$ cat src/rtl/spi_bus_monitor.sv
// spi_bus_monitor: passive SPI link decoder producing one record per transaction plus error counters
module spi_bus_monitor #(
  parameter int ADDR_W = 8,
  parameter int DATA_W = 8,
  parameter int MEM_DEPTH = 32,
  parameter int TIMEOUT = 64,
  parameter int CNT_W = 16
) (
  input  logic              clk,
  input  logic              rst,
  input  logic              cs,
  input  logic              mosi,
  input  logic              miso,
  input  logic              ready,
  output logic              txn_valid,
  output logic              txn_wr,
  output logic [ADDR_W-1:0] txn_addr,
  output logic [DATA_W-1:0] txn_data,
  output logic              txn_err,
  output logic [1:0]        err_code,
  output logic [CNT_W-1:0]  wr_cnt,
  output logic [CNT_W-1:0]  rd_cnt,
  output logic [CNT_W-1:0]  err_cnt
);
  localparam int FW = ADDR_W + DATA_W;
  localparam int MX = TIMEOUT > FW ? TIMEOUT : FW;
  localparam int CW = $clog2(MX + 1);
  localparam logic [CW-1:0] AW_C = CW'(ADDR_W);
  localparam logic [CW-1:0] A_LAST = CW'(ADDR_W - 1);
  localparam logic [CW-1:0] F_LAST = CW'(FW - 1);
  localparam logic [CW-1:0] D_LAST = CW'(DATA_W - 1);
  localparam logic [CW-1:0] T_LAST = CW'(TIMEOUT - 1);
  localparam logic [ADDR_W:0] DEPTH = MEM_DEPTH[ADDR_W:0];
  typedef enum logic [2:0] {IDLE, OP, WR_SHIFT, RD_ADDR, RD_WAIT, RD_DATA, REPORT} state_t;
  state_t state, state_n;
  logic [CW-1:0] cnt, cnt_n;
  logic [ADDR_W-1:0] addr, addr_n;
  logic [DATA_W-1:0] data, data_n;
  logic op, op_n, pend, pend_n, armed, cs_q;
  logic [1:0] code, code_n, rep_code;
  logic ok_rec;
  assign rep_code = (code == 2'd0 && {1'b0, addr} >= DEPTH) ? 2'd3 : code;
  assign ok_rec = pend && rep_code == 2'd0;
  // next-state and field capture; a report is staged in pend and published on the following edge
  always_comb begin
    state_n = state;
    cnt_n = cnt;
    addr_n = addr;
    data_n = data;
    op_n = op;
    code_n = code;
    pend_n = 1'b0;
    case (state)
      IDLE: state_n = (!cs && armed) ? OP : IDLE;
      OP: begin
        op_n = mosi;
        addr_n = '0;
        data_n = '0;
        cnt_n = '0;
        code_n = 2'd0;
        state_n = mosi ? WR_SHIFT : RD_ADDR;
      end
      WR_SHIFT, RD_ADDR: begin
        if (cs) begin
          state_n = REPORT;
          pend_n = 1'b1;
          code_n = 2'd1;
        end else begin
          if (cnt < AW_C) addr_n = addr | (ADDR_W'(mosi) << cnt);
          else data_n = data | (DATA_W'(mosi) << (cnt - AW_C));
          cnt_n = cnt + 1'b1;
          if (state == RD_ADDR && cnt == A_LAST) begin
            state_n = RD_WAIT;
            cnt_n = '0;
          end
          if (state == WR_SHIFT && cnt == F_LAST) begin
            state_n = REPORT;
            pend_n = 1'b1;
          end
        end
      end
      RD_WAIT: begin
        if (cs_q && !cs) begin
          state_n = OP;
          pend_n = 1'b1;
          code_n = 2'd2;
        end else if (ready) begin
          state_n = RD_DATA;
          cnt_n = '0;
        end else if (cnt == T_LAST) begin
          state_n = REPORT;
          pend_n = 1'b1;
          code_n = 2'd2;
        end else cnt_n = cnt + 1'b1;
      end
      RD_DATA: begin
        data_n = data | (DATA_W'(miso) << cnt);
        cnt_n = cnt + 1'b1;
        if (cnt == D_LAST) begin
          state_n = REPORT;
          pend_n = 1'b1;
        end
      end
      REPORT: state_n = IDLE;
      default: state_n = IDLE;
    endcase
  end
  // state, capture registers, published record and saturating statistics
  always_ff @(posedge clk) begin
    if (rst) begin
      state <= IDLE;
      cnt <= '0;
      addr <= '0;
      data <= '0;
      op <= 1'b0;
      code <= '0;
      pend <= 1'b0;
      armed <= 1'b0;
      cs_q <= 1'b0;
      txn_valid <= 1'b0;
      txn_wr <= 1'b0;
      txn_addr <= '0;
      txn_data <= '0;
      txn_err <= 1'b0;
      err_code <= '0;
      wr_cnt <= '0;
      rd_cnt <= '0;
      err_cnt <= '0;
    end else begin
      state <= state_n;
      cnt <= cnt_n;
      addr <= addr_n;
      data <= data_n;
      op <= op_n;
      code <= code_n;
      pend <= pend_n;
      armed <= cs | (armed & (state_n != OP));
      cs_q <= cs;
      txn_valid <= pend;
      if (pend) begin
        txn_wr <= op;
        txn_addr <= addr;
        txn_data <= data;
        err_code <= rep_code;
        txn_err <= rep_code != 2'd0;
      end
      wr_cnt <= wr_cnt + CNT_W'(ok_rec && op && wr_cnt != '1);
      rd_cnt <= rd_cnt + CNT_W'(ok_rec && !op && rd_cnt != '1);
      err_cnt <= err_cnt + CNT_W'(pend && rep_code != 2'd0 && err_cnt != '1);
    end
  end
endmodule

$ cat config.mk
export PLATFORM = sky130hd
export DESIGN_NAME = spi_bus_monitor
export DESIGN_NICKNAME = d
export VERILOG_FILES = /design/src/rtl/spi_bus_monitor.sv
export SDC_FILE = /design/constraint.sdc
export NUM_CORES = 1
export LEC_CHECK = 0
export CAP_MARGIN = 10
export CORE_MARGIN = 3
export CORE_UTILIZATION = 30
export CTS_CLUSTER_SIZE = 10
export DETAILED_ROUTE_END_ITERATION = 10
export DONT_BUFFER_PORTS = 1
export HOLD_SLACK_MARGIN = 0.1
export SLEW_MARGIN = 25
export SYNTH_ARGS = -nofsm -noshare
export SYNTH_HDL_FRONTEND = slang
export SYNTH_SLANG_ARGS = --single-unit
$ cat constraint.sdc
create_clock -name clk -period 5.7 [get_ports clk]
set_clock_uncertainty 0.1 [all_clocks]
set_input_delay 0.57 -clock clk [delete_from_list [all_inputs] [get_ports clk]]
set_output_delay 0.57 -clock clk [all_outputs]
set_load 0.01 [all_outputs]
==> flow_summary.yaml, run 1 <==
status:
  status: "finished, final reports clean"
pwr:
  p_comb_share_pct: 6.2
  sequentialPowerShare_pct: 50.1
  clockPowerShare_pct: 43.7
  p_per_area_nw_per_um2: 293
  switchingPower_uw: 365
  leakage_uw: 0.00173
  vdd_drop_max_mv: 0.126
  p_int_uw: 1100
  switching_share_pct: 24.9
  finalPower_uw: 1470
clock_network:
  cts_resized: 0
  clockBufferDepth: 2
  clk_pin_slew_worst_paths_ns: 0.08
  cts.sinks: 101
  cts_setup_buffers: 0
  h-tree-depth: 3
  worstSkewPairLatency_ns: 0.35
  holdBufCountCts: 0
  cts_tree: "yes"
  cts_made_buffers: 9
  cts_root_buf: "clkbuf_16"
route:
  drtIter0Drc: 222
  drt-total-wl_um: 10300
  vias_per_cell: 5.20
  drc_errors: 0
  wl_per_cell_um: 15.3
  via_count: 3492
  ant_nets: 0
  drtPass1Iterations: 4
logic_synthesis:
  synth_area_sq_um: 4560
  synth_cells: 495
  yosysUniqueCellTypes: 60
  synth_edf_count: 0
  avgSynthCellArea_sq_um: 9.21
  synth_fp_nets: 513
  synth-seq-cells: 101
  ys_async_sr_fraction_pct: 0
  ys.warnings.count: 0
  ys_seq_area_share_pct: 44.4
  synth_ff_type: "dfxtp_1"
critical_path:
  worstSetupStartpointType: "flop"
  cp_slowest_cell: "nor4b_1"
  end_kind: "flop"
  crit_top_cell: "ha_1"
  cp_max_fo: 4
  critPathMaxStageDelay_ns: 0.52
  cp.required_ns: 5.84
  arrival_ns: 2.92
  crit_chain: "or3_1 -> nor4b_1 -> nor3b_1 -> ha_1 -> ha_1 -> and3_1 -> nand3_1 -> xor2_1 -> nor2_1"
  crit_type: "reg2reg"
global_routing:
  grt_pass1_wl_um: 16800
  grt_pass1_vias: 3318
  antenna_found_initial: 0
  grt_overflow: 0
  grt_use_total_pct: 12.3
  grt_max_degree: 78
worst_hold_path:
  hold_class: "in2reg"
finish:
  stdcell_area_sq_um: 5000
  n_fill_cell: 1465
  fin_nets: 501
  drive_gt1_share_pct: 6.97
  final_util_pct: 34.0
  diodes: 0
  area_delta_synth_final_pct: 9.63
timing:
  tns_ns: 0
  hold_violations: 0
  setup_viol: 0
  relSlewSlack_pct: 48.9
  fmax_ghz: 0.361
  layout_setup_ws_ns: 2.93
  fin_crit_ns: 2.77
  tightestPinTransition_ns: 0.762
  rsz0062_at_grt: "no"
  fin_crit_sh_pct: 48.6
  slew_violations: 0
flow_run:
  drv_cap: 0
placement:
  place_hpwl_um: 7330
  routabilityCongestion: 0.927
  dpl_cell_area_sq_um: 4680
  numPortBuffers: 0
  post-place-ws_ns: 2.93
die:
  core_area_sq_um: 14700
  io_pins: 75
  start_util_pct: 31.0
  die_h_um: 129
  dieWidth_um: 129
  rows: 44
  die_area_sq_um: 16700
[worst max-delay path: cells and delay by family (launching register included)]
| kind | cells | cell delay [ns] |
|---|---|---|
| and+or+nand+nor | 6 | 1.58 |
| adders and majority gates | 2 | 0.49 |
| DFF | 1 | 0.33 |
| xor gates and xnor gates | 1 | 0.18 |
[sequential cells by signal, indices dropped and copies added, names as in the netlist, 2 cells and up]
register and count:
txn_data 8, wr_cnt 16, code 2, err_code 2
err_cnt 16, txn_addr 8, rd_cnt 16, addr 8
state 3, data 8, cnt 7
[cell usage in the layout (no fill, tap or decap), types with 10 or more instances in the layout]
| cell | n |
|---|---|
| mux2i_1 | 19 |
| nor2_1 | 80 |
| nand4_1 | 12 |
| ha_1 | 12 |
| xnor2_1 | 10 |
| dfxtp_1 | 101 |
| nand2_1 | 28 |
| nor3_1 | 14 |
| nand3_1 | 21 |
| xor2_1 | 33 |
| o21ai_0 | 12 |
| nor2b_1 | 13 |
[logic make-up (layout without fill, tap and decap cells)]
family	after synthesis	in the layout	share of synthesized area, %
and+or+nand+nor	224	224	25.9
DFF	101	101	44.4
AOI/OAI and AO/OA	65	65	10.9
xor gates and xnor gates	43	43	8.26
buffers and inverters	31	24	3.10
muxes	19	19	4.17
adders and majority gates	12	12	3.29
[path summary, 6_finish.rpt]
| path | from | endpoint | slack, ns | cells after the start |
|---|---|---|---|---|
| min | rst | err_cnt[5] | 0.20 | 1 |
| min reg2reg | data[1] | data[1] | 0.38 | 1 |
| max reg2reg | addr[5] | rd_cnt[14] | 2.93 | 9 |
| max | addr[5] | rd_cnt[14] | 2.93 | 9 |
[power by group through the flow]
stage	clock (uW)	combinational (uW)	sequential, uW
3_5_place_dp	0	90.2	750
5_1_grt	689	101	737
3_3_place_gp	0	88.4	750
4_1_cts	658	90.7	734
2_1_floorplan	0	93.5	738
6_report	641	90.8	734
[metal layers]
metal	vias up	global-route usage (%)	share of wire, %
met3	20	4.45	8.4
li1	1725	-	-
met4	0	4.51	1.7
met1	1631	15.0	44
met2	116	20.0	46
met5	-	0	0
[final cells by class]
class / instances / area, sq um / area share [%]
Clock inverter: 7 / 91.3 / 1.83
Inverter: 7 / 26.3 / 0.526
Timing Repair Buffer: 1 / 7.51 / 0.150
Clock buffer: 9 / 225 / 4.51
Sequential cell: 101 / 2020 / 40.5
Tap cell: 184 / 230 / 4.61
Multi-Input combinational cell: 363 / 2390 / 47.9
[stage by stage]
stage,hold WS [ns],std cells
2_1_floorplan,0.325,495
3_3_place_gp,0.367,656
3_5_place_dp,0.364,656
4_1_cts,0.183,672
5_1_grt,0.191,672
6_report,0.196,672
[synthesized netlist by cell type, types with 4 or more instances]
| cell type | instances | area (sq um) |
|---|---|---|
| and4_1 | 9 | 78.8 |
| xor2_1 | 33 | 289 |
| or4_1 | 4 | 30.0 |
| inv_1 | 6 | 22.5 |
| dfxtp_1 | 101 | 2020 |
| a31oi_1 | 4 | 25.0 |
| nand3_1 | 21 | 105 |
| and3_1 | 9 | 56.3 |
| mux2i_1 | 19 | 190 |
| nor2_1 | 80 | 300 |
| nand2_1 | 28 | 105 |
| ha_1 | 12 | 150 |
| nor2b_1 | 13 | 81.3 |
| a21oi_1 | 8 | 40.0 |
| nand2b_1 | 4 | 25.0 |
| nor4_1 | 5 | 31.3 |
| nor3b_1 | 4 | 30.0 |
| or3_1 | 4 | 25.0 |
| nor3_1 | 14 | 70.1 |
| clkbuf_1 | 13 | 48.8 |
| buf_2 | 5 | 25.0 |
| a22o_1 | 4 | 35.0 |
| o31ai_1 | 5 | 37.5 |
| xnor2_1 | 10 | 87.6 |
| nand4_1 | 12 | 75.1 |
| o21a_1 | 9 | 67.6 |
| o21ai_0 | 12 | 60.1 |
| a21oi_2 | 6 | 52.6 |
No activity file was read; power rests on OpenSTA's default activity.
==> run 2, diff against run 1 <==
- clock period: 5.7 -> 2.6 ns (I/O delays scaled with it)
==> flow_summary.yaml, run 2 (synthesis gave the netlist of run 1 again) <==
clock_network:
  cts_root_buf: "clkbuf_16"
  h-tree-depth: 3
  cts_made_buffers: 9
  cts.sinks: 101
  clk_pin_slew_worst_paths_ns: 0.07
  cts_tree: "yes"
  worstSkewPairLatency_ns: 0.34
  clockBufferDepth: 2
worst_hold_path:
  holdPathStages: 2
  hold_class: "in2reg"
  worstHoldStart: "cs"
  worst_hold_path.endpoint: "pend"
flow_run:
  drv_cap: 0
placement:
  dpl_cell_area_sq_um: 4910
  numPortBuffers: 0
  dp.cells: 686
  post-place-ws_ns: 0.0227
  routabilityCongestion: 0.833
  place_hpwl_um: 7790
route:
  drc_errors: 0
  vias_per_cell: 5.18
  drt-total-wl_um: 10900
  drtIter0Drc: 199
  via_count: 3660
  drtPass1Iterations: 5
  ant_nets: 0
  wl_per_cell_um: 15.5
die:
  core_area_sq_um: 14700
  io_pins: 75
  die_area_sq_um: 16700
  dieWidth_um: 129
  rows: 44
  start_util_pct: 31.0
  die_h_um: 129
finish:
  stdcell_area_sq_um: 5310
  n_fill_cell: 1488
  mostFrequentLayoutCell: "dfxtp_1"
  reg_top3: "err_cnt (16), rd_cnt (16), wr_cnt (16)"
  final_util_pct: 36.1
  diodes: 0
  drive_gt1_share_pct: 14.2
  finalNonFillerCells: 706
  fin_nets: 535
  area_delta_synth_final_pct: 16.5
  layout_common_cells: "dfxtp_1 (101), nor2_1 (80), xor2_1 (33)"
critical_path:
  cp.buffers_inverters: 0
  crit_family: "simple AND/OR/NAND/NOR gates"
  cp_slowest_cell: "dfxtp_1"
  r2r_slack_ns: 0.13
  crit_top_cell: "ha_1"
  cp.required_ns: 2.72
  crit_type: "reg2reg"
  worst_r2r_endpoint: "wr_cnt[14]"
  worstSetupStartpointType: "flop"
  r2r-start: "wr_cnt[6]"
  arrival_ns: 2.59
  end_kind: "flop"
  crit_chain: "and4_2 -> and4_1 -> nand3_1 -> o211a_1 -> ha_1 -> ha_1 -> and2_2 -> and3_1 -> xnor2_1 -> nor2_1"
  cp_max_fo: 5
  r2r_cells: 10
  critPathMaxStageDelay_ns: 0.34
timing:
  tns_ns: 0
  setup_viol: 0
  relSlewSlack_pct: 52.2
  tightestPinTransition_ns: 0.717
  hold_violations: 0
  fmax_ghz: 0.405
  slew_violations: 0
  fin_crit_ns: 2.47
  fin_crit_sh_pct: 95.0
  layout_setup_ws_ns: 0.131
  rsz0062_at_grt: "no"
status:
  status: "finished, final reports clean"
global_routing:
  grt_use_total_pct: 13.0
  grt_max_degree: 77
  grt_pass1_vias: 3432
  grt_pass1_wl_um: 17700
  antenna_found_initial: 0
  grt_overflow: 0
pwr:
  p_per_area_nw_per_um2: 614
  leakage_uw: 0.00192
  vdd_drop_max_mv: 0.301
==> run 2: layout make-up <==
type | count | area (sq um) | share of cell area (%)
Clock buffer | 9 | 225 | 4.24
Tap cell | 184 | 230 | 4.33
Sequential cell | 101 | 2020 | 38.1
Inverter | 7 | 26.3 | 0.495
Clock inverter | 7 | 93.8 | 1.77
Multi-Input combinational cell | 363 | 2430 | 45.7
Timing Repair Buffer | 35 | 288 | 5.42
==> run 2: power by group <==
group          leakage, uW  switching (uW)  internal (uW)
clock network     0.000153             634            773
registers         0.000814            27.8           1570
logic             0.000953             167           96.5
total              0.00192             828           2440
==> run 2: how the worst max path moves through the flow <==
stage	startpoint	endpoint	slack (ns)	depth (start not counted)
finish	wr_cnt[6]	wr_cnt[14]	0.13	10
global route	wr_cnt[6]	wr_cnt[14]	0.005	10
CTS	addr[5]	rd_cnt[10]	0.02	10
detailed placement	addr[5]	wr_cnt[14]	0.02	10
global placement	addr[5]	rd_cnt[10]	0.11	10
floorplan	wr_cnt[6]	wr_cnt[14]	0.14	10
==> run 2: what timing repair did <==
item,CTS,global route
pin swaps,0,0
setup endpoints to repair,1,14
endpoints found under the hold margin,79,0
gates resized for setup,1,8
setup buffers,0,1
hold buffers,3,0
==> run 2: metal layers <==
layer  global-route usage (%)  share of wire, %
met5                        0                 0
met4                     3.52               1.1
met3                     4.74               7.6
met2                     21.6                47
met1                     16.0                44
==> run 2: stage by stage <==
stage / hold slack, ns / total power [uW]
3_5_place_dp: 0.245 / 1860
2_1_floorplan: 0.237 / 1820
6_report: 0.127 / 3260
5_1_grt: 0.127 / 3410
3_3_place_gp: 0.241 / 1860
4_1_cts: 0.112 / 3310
==> run 3, diff against run 2 <==
- CAP_MARGIN: 10 -> 5
- SKIP_LAST_GASP: default -> 1
==> results of run 3 <==
The final DEF is identical to that of run 2; final timing and power are the same.
